$ cat src/rtl/evt_counter_multi.sv
// Multi-channel up/down event counter with run-time terminal count,
// per-channel wrap pulses and a coherent snapshot of all channels.
module evt_counter_multi #(
    parameter  int NUM_CH    = 4,
    parameter  int MAX_EVENT = 40000,
    parameter  int EDGE_MODE = 0,
    localparam int W         = $clog2(MAX_EVENT)
) (
    input  logic                clk_in,
    input  logic                rst_in,
    input  logic                en_in,
    input  logic [NUM_CH-1:0]   evt_in,
    input  logic [NUM_CH-1:0]   dir_in,
    input  logic [NUM_CH-1:0]   clr_in,
    input  logic [W-1:0]        term_in,
    input  logic                snap_in,
    output logic [NUM_CH*W-1:0] count_out,
    output logic [NUM_CH-1:0]   wrap_out,
    output logic [NUM_CH*W-1:0] snap_out,
    output logic                snap_valid_out
);

    localparam logic [W-1:0] T_MAX = W'(MAX_EVENT - 1);

    logic [W-1:0]      t_eff;
    logic [W-1:0]      cnt  [NUM_CH];
    logic [W-1:0]      snap [NUM_CH];
    logic [NUM_CH-1:0] prev;
    logic [NUM_CH-1:0] q;
    logic [NUM_CH-1:0] wrap;
    logic              snap_v;

    // clamp the shared terminal so counts never leave 0..MAX_EVENT-1
    always_comb begin
        t_eff = (term_in > T_MAX) ? T_MAX : term_in;
    end

    // event qualification: level, or rising edge against last cycle
    always_comb begin
        q = (EDGE_MODE != 0) ? (evt_in & ~prev) : evt_in;
    end

    // edge history tracks the raw input unconditionally
    always_ff @(posedge clk_in or posedge rst_in) begin
        if (rst_in) begin
            prev <= '0;
        end else begin
            prev <= evt_in;
        end
    end

    // per-channel count and wrap pulse; clear beats enable beats event
    always_ff @(posedge clk_in or posedge rst_in) begin
        if (rst_in) begin
            for (int i = 0; i < NUM_CH; i++) begin
                cnt[i] <= '0;
            end
            wrap <= '0;
        end else begin
            for (int i = 0; i < NUM_CH; i++) begin
                wrap[i] <= 1'b0;
                if (clr_in[i]) begin
                    cnt[i] <= '0;
                end else if (en_in && q[i]) begin
                    if (!dir_in[i]) begin
                        if (cnt[i] >= t_eff) begin
                            cnt[i]  <= '0;
                            wrap[i] <= 1'b1;
                        end else begin
                            cnt[i] <= cnt[i] + 1'b1;
                        end
                    end else begin
                        if (cnt[i] == '0) begin
                            cnt[i]  <= t_eff;
                            wrap[i] <= 1'b1;
                        end else if (cnt[i] > t_eff) begin
                            cnt[i] <= t_eff;
                        end else begin
                            cnt[i] <= cnt[i] - 1'b1;
                        end
                    end
                end
            end
        end
    end

    // snapshot captures pre-update counts and flags it next cycle
    always_ff @(posedge clk_in or posedge rst_in) begin
        if (rst_in) begin
            for (int i = 0; i < NUM_CH; i++) begin
                snap[i] <= '0;
            end
            snap_v <= 1'b0;
        end else begin
            snap_v <= snap_in;
            if (snap_in) begin
                for (int i = 0; i < NUM_CH; i++) begin
                    snap[i] <= cnt[i];
                end
            end
        end
    end

    // flatten channel arrays onto the packed output buses
    always_comb begin
        count_out = '0;
        snap_out  = '0;
        for (int i = 0; i < NUM_CH; i++) begin
            count_out[i*W +: W] = cnt[i];
            snap_out[i*W +: W]  = snap[i];
        end
        wrap_out       = wrap;
        snap_valid_out = snap_v;
    end

endmodule

$ cat config.mk
export PLATFORM = sky130hd
export DESIGN_NAME = evt_counter_multi
export DESIGN_NICKNAME = d
export VERILOG_FILES = /design/src/rtl/evt_counter_multi.sv
export SDC_FILE = /design/constraint.sdc
export NUM_CORES = 1
export LEC_CHECK = 0
export BUFFER_PORTS_ARGS = -buffer_cell sky130_fd_sc_hd__buf_4
export CORE_MARGIN = 1.5
export CORE_UTILIZATION = 25
export CTS_BUF_LIST = sky130_fd_sc_hd__clkbuf_2 sky130_fd_sc_hd__clkbuf_4 sky130_fd_sc_hd__clkbuf_8
export CTS_CLUSTER_DIAMETER = 200
export DETAILED_ROUTE_END_ITERATION = 8
export PLACE_DENSITY = 0.46
export SLEW_MARGIN = 20
export SYNTH_ARGS = -nofsm -noshare
export SYNTH_HDL_FRONTEND = slang
export SYNTH_SLANG_ARGS = --single-unit
$ cat constraint.sdc
create_clock -name clk_in -period 9.2 [get_ports clk_in]
set_input_delay 1.84 -clock clk_in [delete_from_list [all_inputs] [get_ports clk_in]]
set_output_delay 1.84 -clock clk_in [all_outputs]
set_load 0.01 [all_outputs]
Word level (Yosys, flattened, before mapping)

Index checks and enable logic that the tools add are counted.

Output and inout port bits: 133
Input bits: 32
Register bits: 133
Logic and storage cells: 84

Mux-type cells: 45
Reductions and logical operators: 12
Add/sub/neg operators: 8
$lt $le $gt $ge: 9

Operators by type and width:

| kind                    | number |
|---|---|
| $mux W16                | 25 |
| $add A16 B1 Y16 const B | 4 |
| $ge A16 B16 Y1          | 4 |
| $gt A16 B16 Y1          | 4 |
| $logic_not A16 Y1       | 4 |
| $sub A16 B1 Y16 const B | 4 |
| $mux W1                 | 20 |
| $gt A16 B16 Y1 const B  | 1 |
| $reduce_bool A2 Y1      | 4 |
| $logic_and A1 B1 Y1     | 4 |

Longest topological paths before layout

Word-level depth: 8
Mapped depth: 17
Depth with buffers taken out: 14

Worst setup path after synthesis

No wires, ideal clock.

Kind: input to register
Start: input term_in[7]
End: register cnt (netlist bit count_out[51])
Stages: 15
Buffers on the path: 2
Required time: 9.117 ns
Slack: 3.840 ns
Library setup time: 0.083 ns
Arrival time: 5.278 ns
Cells stage by stage: or4_1 > buf_4 > a21oi_1 > nand2_1 > ha_1 > a21oi_1 > o21ai_0 > a221oi_1 > o21ai_0 > o41a_1 > o21a_1 > nor2_4 > buf_2 > mux2_2 > o21ai_0

Word-level cells in the longest chain between the ends: 8
Elaborated cells on any way between the ends: 10
Classes of those cells: 3 x order compare; 7 x mux

RTL lines:

| item                           | RTL line | text |
|---|---|---|
| start: declaration             | 15       | `input logic [W-1:0] term_in,` |
| $gt A16 B16 Y1                 | 35       | `t_eff = (term_in > T_MAX) ? T_MAX : term_in;` |
| $mux W16 *                     | 35       |  |
| $gt A16 B16 Y1                 | 76       | `end else if (cnt[i] > t_eff) begin` |
| $mux W16                       | 76       |  |
| $mux W16                       | 73       | `if (cnt[i] == '0) begin` |
| $mux W16 *                     | 65       | `if (!dir_in[i]) begin` |
| $mux W16 *                     | 64       | `end else if (en_in && q[i]) begin` |
| $mux W16 *                     | 62       | `if (clr_in[i]) begin` |
| end signal: indexed assignment | 70       | `cnt[i] <= cnt[i] + 1'b1;` |
| end signal: indexed assignment | 74       | `cnt[i] <= t_eff;` |
| end signal: indexed assignment | 77       | `cnt[i] <= t_eff;` |
| end: declaration               | 26       | `logic [W-1:0] cnt [NUM_CH];` |

Every way passes the cells marked *; elsewhere a longest branch is shown, timed or not. The select of a mux whose other input is x is not followed.
A chain may end at the register's enable or synchronous reset.

Final worst setup path

Start: input term_in[7]
End: register cnt (netlist bit count_out[60])

The elaborated chain is that of the path after synthesis.

==> results.tsv <==
metric	value	unit
status	finished, final reports clean	
core area	38900	um^2
adder-cell share of the synthesized area	0.0907	
H-tree depth	4	
Die Span X	202	um
WL final	34.8	mm
worst-case reg-to-reg path depth	9	
RSZ-0062 raised after global routing	no	
Reg area	3330	um^2
number of core rows	72	
CP startpoint	term_in[7]	
Fin Setup TNS	0	ns
grt ovf	0	
Worst-Margin Slew	1.05	ns
Area growth syn-to-layout	20.7	%
post-CTS resize count	0	
CP max-delay cell	or4_1	
CTS buffer count	17	
IO Port Bufs	164	
CP peak stage delay	0.69	ns
antenna viol nets, final	0	
hold path start	snap_out[56]	
crit end category	flop	
cells along the critical path	buf_4 > or4_1 > a21oi_1 > nand2_1 > ha_1 > a21oi_1 > o21ai_0 > a221oi_1 > o311ai_0 > o31ai_1 > nand2_1 > or3_1 > o211ai_1	
Antenna diodes	0	
register area share after synthesis	0.335	
Mapped Nets	1203	
Syn Std Cell Area	9930	um^2
DRT Pass-1 Iters	5	
Setup CP Type	in -> reg	
FILL cells	4200	
Final Hold Violating Endpoints	0	
CTS tree	yes	
final setup vio count	0	
main combinational cell family by area after synthesis	simple AND/OR/NAND/NOR gates	
via count	9027	
initial antenna violation count	0	
Post-CTS Setup Inserts	0	
root buffer cell	clkbuf_8	
synthesized flop and latch total	133	
DR WL/cell	19.8	um
Final Wtd Congestion	0.844	
first-pass GRT wire length	54.0	mm
Initial Utilization	0.255	
dpl hpwl	24.8	mm
Post-route DRC	0	
HP Class	reg -> reg	
max-cap violation count	0	
Simple-Gate Fraction of Synth Area	0.201	
I/O pin total	165	
leakage power	5.75	nW
Chip Height	202	um
Max Clk Rate	162	MHz
reg2reg setup slack	5.51	ns
Post-synth ARST share	1.00	
library cells used by synthesis	68	
clock sinks	133	
Synth Warn #	0	
share of cells above drive strength 1	0.236	
worst clock skew	0.0114	ns
Synth Instances	1103	
Hold Buf Count CTS	0	
Final Max Tran Viols	0	
VDD IR max	93.2	uV
Post-synth EDFFs	0	
Max Root-Sink Buffers	2	
Crit Path Max Fanout	24	
ys flop type	dfrtp_1	
WP data arrival	6.57	ns
pwr/cell area	208	nW/um^2
xor-xnor portion of the synthesized cell area	0.0476	
largest net degree at the start of global routing	89	
Req. time, crit path	9.60	ns
Avg Cell Area, Syn	9.01	um^2
Reg clk slew, reported paths	0.08	ns
die area	40900	um^2
Nets	1324	
multi-input logic area	6190	um^2
Slew HR	0.301	
CP Launch Type	input pin	
Tcrit/Tclk final	0.670	
final core occ	0.308	
Total GRT Usage	0.171	
post-DR vias/cell	5.14	
fin crit period	6.17	ns
clk_lat worst skew	0.48	ns
Worst Hold Depth	1	
compound-cell area share of the yosys netlist	0.182	
vias in the first global route	8827	
mux cell area share after synthesis	0.101	
RR Startpoint	count_out[57]	
DRT iter0 DRCs	603	
[power breakdown]
group / internal, mW / total [mW] / switching (mW)
Combinational: 0.491 / 1.14 / 0.648
Sequential: 0.657 / 0.799 / 0.141
Clock: 0.280 / 0.554 / 0.274
Total: 1.43 / 2.49 / 1.06
[metrics by stage]
stage | total power [mW] | setup slack [ns] | instance area (um^2) | instances | hold WS [ns]
3_5_place_dp | 1.95 | 2.51 | 11600 | 1723 | 0.496
5_1_grt | 2.68 | 2.70 | 12000 | 1755 | 0.531
2_1_floorplan | 1.60 | 3.81 | 9930 | 1103 | 0.551
3_3_place_gp | 1.95 | 2.74 | 11600 | 1723 | 0.491
6_report | 2.49 | 3.03 | 12000 | 1755 | 0.511
4_1_cts | 2.52 | 3.02 | 12000 | 1755 | 0.516
[critical path, delay by kind of cell]
kind / cells / cell delay, ns
compound gates: 7 / 1.97
simple gates: 4 / 2.24
fa+ha+maj: 1 / 0.41
buf+inv: 1 / 0.11
[synth_stat cells (all sizes together), types with 6 or more instances]
cell | instances | share of area
a21oi | 64 | 0.032
a221o | 19 | 0.019
nand4 | 6 | 0.0038
clkbuf | 55 | 0.021
a21o | 14 | 0.011
nor4 | 16 | 0.010
inv | 24 | 0.0091
nand2b | 14 | 0.0088
mux2 | 74 | 0.084
xor2 | 26 | 0.023
o211ai | 15 | 0.011
o22ai | 7 | 0.0050
and4 | 9 | 0.0079
and3 | 45 | 0.028
ha | 68 | 0.086
o221ai | 13 | 0.012
nand3b | 6 | 0.0045
a31oi | 7 | 0.0044
nand3 | 37 | 0.019
o21ai | 82 | 0.043
nor2b | 10 | 0.0063
mux2i | 17 | 0.017
dfrtp | 133 | 0.34
nand2 | 84 | 0.032
nor3b | 26 | 0.020
o311ai | 8 | 0.0071
xnor2 | 28 | 0.025
o31ai | 7 | 0.0053
nor2 | 79 | 0.031
buf | 18 | 0.012
nor3 | 30 | 0.015
and2 | 7 | 0.0044
[cell families (layout without fill, tap and decap cells)]
| logic type | Yosys count | in the layout |
|---|---|---|
| AND/OR/NAND/NOR | 384 | 384 |
| XOR/XNOR | 54 | 54 |
| multiplexers | 91 | 91 |
| flip-flops | 133 | 133 |
| buffers and inverters | 97 | 231 |
| adder cells (fa/ha/maj) | 73 | 73 |
| AO/OA/AOI/OAI | 271 | 271 |
[sequential cells by signal, indices dropped and copies added (netlist names)]
| register | cells |
|---|---|
| snap_out | 64 |
| snap_valid_out | 1 |
| wrap_out | 4 |
| count_out | 64 |
[layer usage]
metal  up-vias  global-route usage  routed length (um)
li1       4335                   -                   -
met1      4468               0.237               16800
met2       201               0.273               16300
met3        23              0.0281                1160
met4         0              0.0455                 527
met5         -                   0                   0
[cell usage in the layout (no fill, tap or decap), types with 14 or more instances in the layout]
| cell | synthesis | final |
|---|---|---|
| o211ai_1 | 15 | 15 |
| o21ai_0 | 69 | 69 |
| a21o_1 | 14 | 14 |
| a21oi_1 | 64 | 64 |
| nand3_1 | 37 | 37 |
| and3_1 | 45 | 45 |
| nor3b_1 | 26 | 26 |
| a221o_1 | 19 | 19 |
| xor2_1 | 26 | 26 |
| nor4_1 | 16 | 16 |
| dfrtp_1 | 133 | 133 |
| mux2_2 | 73 | 73 |
| nand2_1 | 84 | 84 |
| inv_1 | 24 | 23 |
| nor3_1 | 30 | 30 |
| buf_4 | 3 | 175 |
| nor2_1 | 77 | 77 |
| mux2i_1 | 17 | 17 |
| nand2b_1 | 14 | 14 |
| clkbuf_8 | 0 | 19 |
| ha_1 | 68 | 68 |
| xnor2_1 | 28 | 28 |
[cell type report]
cell class | instances | share of cell area
Clock buffer | 19 | 0.0218
Tap cell | 518 | 0.0541
Multi-Input combinational cell | 873 | 0.516
Sequential cell | 133 | 0.278
Clock inverter | 13 | 0.0130
Timing Repair Buffer | 175 | 0.110
Inverter | 24 | 0.00793
[path summary, 6_finish.rpt]
kind                            endpoint
max                        count_out[60]
min                         snap_out[56]
max reg2reg                count_out[60]
min reg2reg                 snap_out[56]
max in group asynchronous   count_out[1]
min in group asynchronous  count_out[58]
No activity file was read; power rests on OpenSTA's default activity.
